File: config.mk
export PLATFORM = sky130hd
export DESIGN_NAME = sum_accumulator
export DESIGN_NICKNAME = d
export VERILOG_FILES = /design/src/rtl/sum_acc_pkg.sv /design/src/rtl/sum_acc_max.sv /design/src/rtl/sum_accumulator.sv
export SDC_FILE = /design/constraint.sdc
export NUM_CORES = 1
export LEC_CHECK = 0
export ABC_CLOCK_PERIOD_IN_PS = 4800
export CELL_PAD_IN_SITES_DETAIL_PLACEMENT = 1
export CELL_PAD_IN_SITES_GLOBAL_PLACEMENT = 1
export CORE_MARGIN = 3
export CORE_UTILIZATION = 38
export CTS_CLUSTER_SIZE = 14
export DETAILED_ROUTE_END_ITERATION = 8
export GPL_ROUTABILITY_DRIVEN = 1
export GPL_TIMING_DRIVEN = 0
export PLACE_DENSITY = 0.84
export REMOVE_ABC_BUFFERS = 1
export SLEW_MARGIN = 30
export SYNTH_ARGS = -nofsm -noshare
export SYNTH_HDL_FRONTEND = slang
export SYNTH_SLANG_ARGS = --single-unit
export TNS_END_PERCENT = 1
File: constraint.sdc
create_clock -name clk -period 4.8 [get_ports clk]
set_input_delay 0.96 -clock clk [delete_from_list [all_inputs] [get_ports clk]]
set_output_delay 0.96 -clock clk [all_outputs]
set_load 0.05 [all_outputs]
File: src/rtl/sum_acc_pkg.sv
// Shared types and default sizing for the block sum accumulator.
// Latency: n/a (types and constants only).
// Backpressure: n/a.
package sum_acc_pkg;

    localparam int DEFAULT_DATA_W = 8;
    localparam int DEFAULT_LOG2_N = 2;
    // Accumulator width that holds N full-scale samples without overflow.
    localparam int ACC_W          = DEFAULT_DATA_W + DEFAULT_LOG2_N;

    typedef enum logic {
        ACCUM = 1'b0,
        DONE  = 1'b1
    } state_t;

endpackage

File: src/rtl/sum_acc_max.sv
// Running maximum of the samples accepted in the current block.
// Latency: updates on the accepting edge; value visible next cycle.
// Backpressure: none, follows the accept strobe of the parent.
module sum_acc_max #(
    parameter int DATA_W = 8
) (
    input  logic              clk,
    input  logic              rst,
    input  logic              clear,
    input  logic              load,
    input  logic              first,
    input  logic [DATA_W-1:0] sample,
    output logic [DATA_W-1:0] max_val
);

    // First sample of a block loads unconditionally; later ones only if larger.
    always_ff @(posedge clk) begin
        if (rst || clear) begin
            max_val <= '0;
        end else if (load && (first || (sample > max_val))) begin
            max_val <= sample;
        end
    end

endmodule

File: src/rtl/sum_accumulator.sv
// Accumulates blocks of 2^LOG2_N samples and presents total and truncated mean
// (plus block maximum when SUM_ACC_MAX_EN is defined). Result registered on the
// edge accepting the Nth sample; input stalls (in_ready=0) until the result is taken.
module sum_accumulator
    import sum_acc_pkg::*;
#(
    parameter int DATA_W = DEFAULT_DATA_W,
    parameter int LOG2_N = DEFAULT_LOG2_N
) (
    input  logic                     clk,
    input  logic                     rst,
    input  logic                     clear,
    input  logic                     in_valid,
    output logic                     in_ready,
    input  logic [DATA_W-1:0]        in_data,
    output logic                     out_valid,
    input  logic                     out_ready,
    output logic [DATA_W+LOG2_N-1:0] out_sum,
`ifdef SUM_ACC_MAX_EN
    output logic [DATA_W-1:0]        out_max,
`endif
    output logic [DATA_W-1:0]        out_mean
);

    localparam int SUM_W = DATA_W + LOG2_N;
    localparam logic [LOG2_N-1:0] LAST_IDX = '1;

    state_t            state;
    logic [SUM_W-1:0]  acc;
    logic [LOG2_N-1:0] cnt;
    logic              accept;
    logic [SUM_W-1:0]  acc_next;

    // Ready depends only on state so the upstream never sees a valid->ready loop.
    assign in_ready = (state == ACCUM);
    assign accept   = in_valid && in_ready;
    // Sized so N full-scale samples fit; no wrap or saturation is possible.
    assign acc_next = acc + SUM_W'(in_data);

    // Block FSM: accumulate N samples, then hold the result until it is taken.
    always_ff @(posedge clk) begin
        if (rst) begin
            state     <= ACCUM;
            acc       <= '0;
            cnt       <= '0;
            out_valid <= 1'b0;
            out_sum   <= '0;
            out_mean  <= '0;
        end else if (clear) begin
            // Abort wins over any same-cycle accept or output handshake.
            state     <= ACCUM;
            acc       <= '0;
            cnt       <= '0;
            out_valid <= 1'b0;
        end else begin
            case (state)
                ACCUM: begin
                    if (accept) begin
                        acc <= acc_next;
                        cnt <= cnt + 1'b1;
                        if (cnt == LAST_IDX) begin
                            out_sum   <= acc_next;
                            out_mean  <= acc_next[SUM_W-1:LOG2_N];
                            out_valid <= 1'b1;
                            state     <= DONE;
                        end
                    end
                end
                DONE: begin
                    if (out_ready) begin
                        acc       <= '0;
                        cnt       <= '0;
                        out_valid <= 1'b0;
                        state     <= ACCUM;
                    end
                end
                default: state <= ACCUM;
            endcase
        end
    end

`ifdef SUM_ACC_MAX_EN
    logic first_sample;
    assign first_sample = (cnt == '0);

    sum_acc_max #(
        .DATA_W (DATA_W)
    ) u_max (
        .clk     (clk),
        .rst     (rst),
        .clear   (clear),
        .load    (accept),
        .first   (first_sample),
        .sample  (in_data),
        .max_val (out_max)
    );
`endif

endmodule

==> summary.txt <==
Outcome
  • Status: finished, final reports clean

Die
  • Core area: approximately 3200 µm²
  • Io pins: 33
  • Die width: 65.0 µm
  • Row cnt: 20
  • Die area: 4220 µm²
  • Die Ht: ~65 µm
  • Starting Density: 41.6%

Cells and area
  • FILL cells: between 300 and 400
  • Final #Nets: between 200 and 250
  • Cell Count, Final, Fillers Out: roughly 220
  • Commonest non-fill, non-tap cell in the layout: clkdlybuf4s50_1
  • Post-Layout Inst Area: around 1700 µm²
  • Share of layout cells above drive strength 1: approximately 4.0%
  • Commonest cells after routing, fill and taps aside: clkdlybuf4s50_1 (32), dfxtp_1 (24), a21oi_1 (16)
  • # diodes: 0
  • Area grow syn2layout: 26.0%

Critical path
  • Critical Path Max Stage Delay: roughly 0.46 ns
  • Required @ worst endpoint: 5.06 ns
  • FF-to-FF Start: acc[0]
  • CP Launch Type: input port
  • CP Max Fanout: 4
  • CP cell instances: clkdlybuf4s50_1 -> ha_1 -> inv_1 -> fa_1 -> nand2b_1 -> a211oi_1 -> or3_1 -> nand3_1 -> a21oi_1
  • Crit. path cell count: 9
  • Crit path DAT: approximately 3.1 ns
  • WS Path Type: in2reg
  • Worst path bufs/invs: 2
  • FF-to-FF path depth: 8
  • Cell family with most CP delay: adder cells
  • Reg2reg end: out_sum[8]
  • Critical-path top delay cell: clkdlybuf4s50_1
  • Setup crit end kind: register
  • R2R Setup Slk: approximately 2.7 ns

Routing
  • Vias per inst: 5.30
  • Metal3 WL: between 100 and 150 µm
  • TritonRoute pass-1 iters: 4
  • ANT nets after route: 0
  • Vias: 1171
  • Met1 Routed Length: around 1400 µm
  • Uppermost layer routed: met4
  • WL/cell: between 15 and 20 µm
  • Residual DRC: 0
  • Met2 Wirelength: 1830 µm
  • Initial drt markers: 21
  • Total routed wirelength: 3420 µm

Synthesis
  • Post-synthesis register bit count: 24
  • Synth Cell Area: 1320 µm²
  • Seq/Total Area, Yosys: a little over a third
  • Synth Instances: approximately 150
  • Syn_area_per_cell: slightly below 9 µm²
  • Yosys Warn Count: 0
  • Synth unique cells: 39

Global routing
  • Pin count of the biggest net entering global routing: 16
  • Vias in the first global route: about 1.3k
  • Gr ovfl total: 0
  • First-pass GRT wire length: between 5000 and 6000 µm
  • Overall routing resource usage: 17.5%
  • Initial antenna violation count: 0

Clock network
  • Postcts setup bufs: 0
  • Post-CTS sizing: 0
  • Clk_lat worst skew: between 0.3 and 0.4 ns
  • Root buffer cell: clkbuf_4
  • CTS Buffer Depth: 2
  • Sink Count: 24
  • Reg clk slew, reported paths: approximately 0.14 ns
  • CTS H-tree lvls: 1
  • CTS tree: yes
  • Hold_buf cts: 0
  • Number of CTS-inserted buffers: 3

Timing
  • Worst Clk Skew: approximately 0.0046 ns
  • Crit path time final: about 2.9 ns
  • Post-Route Setup TNS: 0 ns
  • Final slew viol count: 0
  • Least-Margin Pin Slew: about 0.84 ns
  • Fin crit share: between 50% and 60%
  • Max-slew headroom: a little over two fifths
  • Endpoints failing setup: 0
  • F_max: approximately 0.35 GHz
  • Setup WS post-layout: approximately 1.9 ns
  • Hold Fails Final Rpt: 0
  • RSZ-0062 raised after global routing: false

Place
  • Placement-stage cell area: about 1600 µm²
  • IO buf count: 32
  • HPWL after detailed placement: ~2600 µm
  • Cells after DPL: 217
  • Placer Congestion: between 0.7 and 0.8
  • Pre-CTS setup slack: 1.58 ns

Hold path
  • Hold path cells: 2
  • HP Class: reg2reg
  • Worst hold start: out_sum[0]
  • Worst Hold End: out_sum[0]

Power and ir drop
  • P_leak: around 0.00064 µW
  • VDD IR-drop max: 0.147 mV
  • Power density over the cells: approximately 250 nW/µm²

Job
  • MaxCap Viol Count: 0
==> registers in the layout, indices dropped and copies added, names as in the netlist <==
signal,count
state,1
out_sum,10
acc,10
out_valid,1
cnt,2
==> worst reg2reg max path, stage by stage, from the launching register on <==
cell and delay [ns]:
dfxtp_1 0.35, ha_1 0.19, inv_1 0.07, fa_1 0.41, nand2b_1 0.20, a211oi_1 0.41, or3_1 0.18, nand3_1 0.08
a21oi_1 0.15
==> report_power, final <==
group | internal [µW] | total [µW] | switching, µW
Sequential | 203 | 205 | 2.32
Combinational | 28.7 | 60.6 | 31.8
Clock | 84.4 | 149 | 64.4
Total | 316 | 414 | 98.5
==> metal layers <==
layer	GRT usage (%)	up-vias
li1	-	586
met5	0	-
met1	19.6	559
met4	4.49	0
met2	33.7	22
met3	2.60	4
==> area by class of cell <==
| type | instances | area, µm² | share of cell area, % |
|---|---|---|---|
| sequential | 24 | 480 | 28.8 |
| clock inverter | 1 | 30.0 | 1.80 |
| timing repair buffer | 32 | 320 | 19.2 |
| tap | 44 | 55.1 | 3.30 |
| clock buffer | 3 | 22.5 | 1.35 |
| multi-input combinational | 113 | 743 | 44.6 |
| inverter | 4 | 15.0 | 0.901 |
==> synthesized netlist by cell type <==
master     n  share of area, %
or4_1      2               1.1
or2_2      1              0.47
nor2b_4    1               1.0
nand2_1   15               4.3
ha_1       9               8.5
nor2b_1    1              0.47
nor2_1    14               4.0
nor3b_1    1              0.57
and3_1     1              0.47
o211ai_1   1              0.57
nand4_1    1              0.47
buf_2      1              0.38
a21oi_1   16               6.1
or2_1      1              0.47
a211oi_1   4               2.3
mux2i_1    1              0.76
a22oi_1    5               2.8
or3_1      1              0.47
and2_1     1              0.47
a22o_1     4               2.6
a21o_1     4               2.3
buf_4      8               4.5
o21ai_0    6               2.3
or2b_1     1              0.57
a31oi_1    1              0.47
nand2b_1   3               1.4
nand3_1    3               1.1
inv_1      4               1.1
dfxtp_1   24                36
nand3b_1   3               1.7
nand2_2    1              0.47
fa_1       1               1.5
a221o_1    1              0.76
nor3_1     1              0.38
buf_6      1              0.85
nand4b_1   2               1.3
xor2_1     2               1.3
xnor2_1    4               2.6
clkbuf_1   2              0.57
==> per-stage QoR <==
| stage | total power (µW) | util (%) | hold WS (ns) |
|---|---|---|---|
| floorplan | 247 | - | 0.446 |
| detailed placement | 270 | 50.8 | 0.463 |
| global placement | 267 | 50.8 | 0.449 |
| CTS | 418 | 52.4 | 0.483 |
| global route | 432 | 52.4 | 0.493 |
| finish | 415 | 52.4 | 0.481 |
==> logic make-up (layout without fill, tap and decap cells) <==
kind of cell / Yosys count / count (layout) / synth area share [%]
and+or+nand+nor: 54 / 54 / 21.3
AOI/OAI and AO/OA: 42 / 42 / 20.2
DFF: 24 / 24 / 36.3
buffers and inverters: 16 / 40 / 7.47
adders and majority gates: 10 / 10 / 10.0
xor gates and xnor gates: 6 / 6 / 3.97
muxes: 1 / 1 / 0.757
==> worst max-delay path by stage <==
stage | start | end | slack [ns]
floorplan | in_data[0] | acc[6] | 2.29
global placement | in_data[0] | out_sum[8] | 1.66
detailed placement | in_data[0] | out_sum[8] | 1.58
CTS | in_data[0] | out_sum[8] | 1.93
global route | in_data[0] | out_sum[8] | 1.73
finish | in_data[0] | out_sum[8] | 1.95
(Power assumes the default switching activity.)
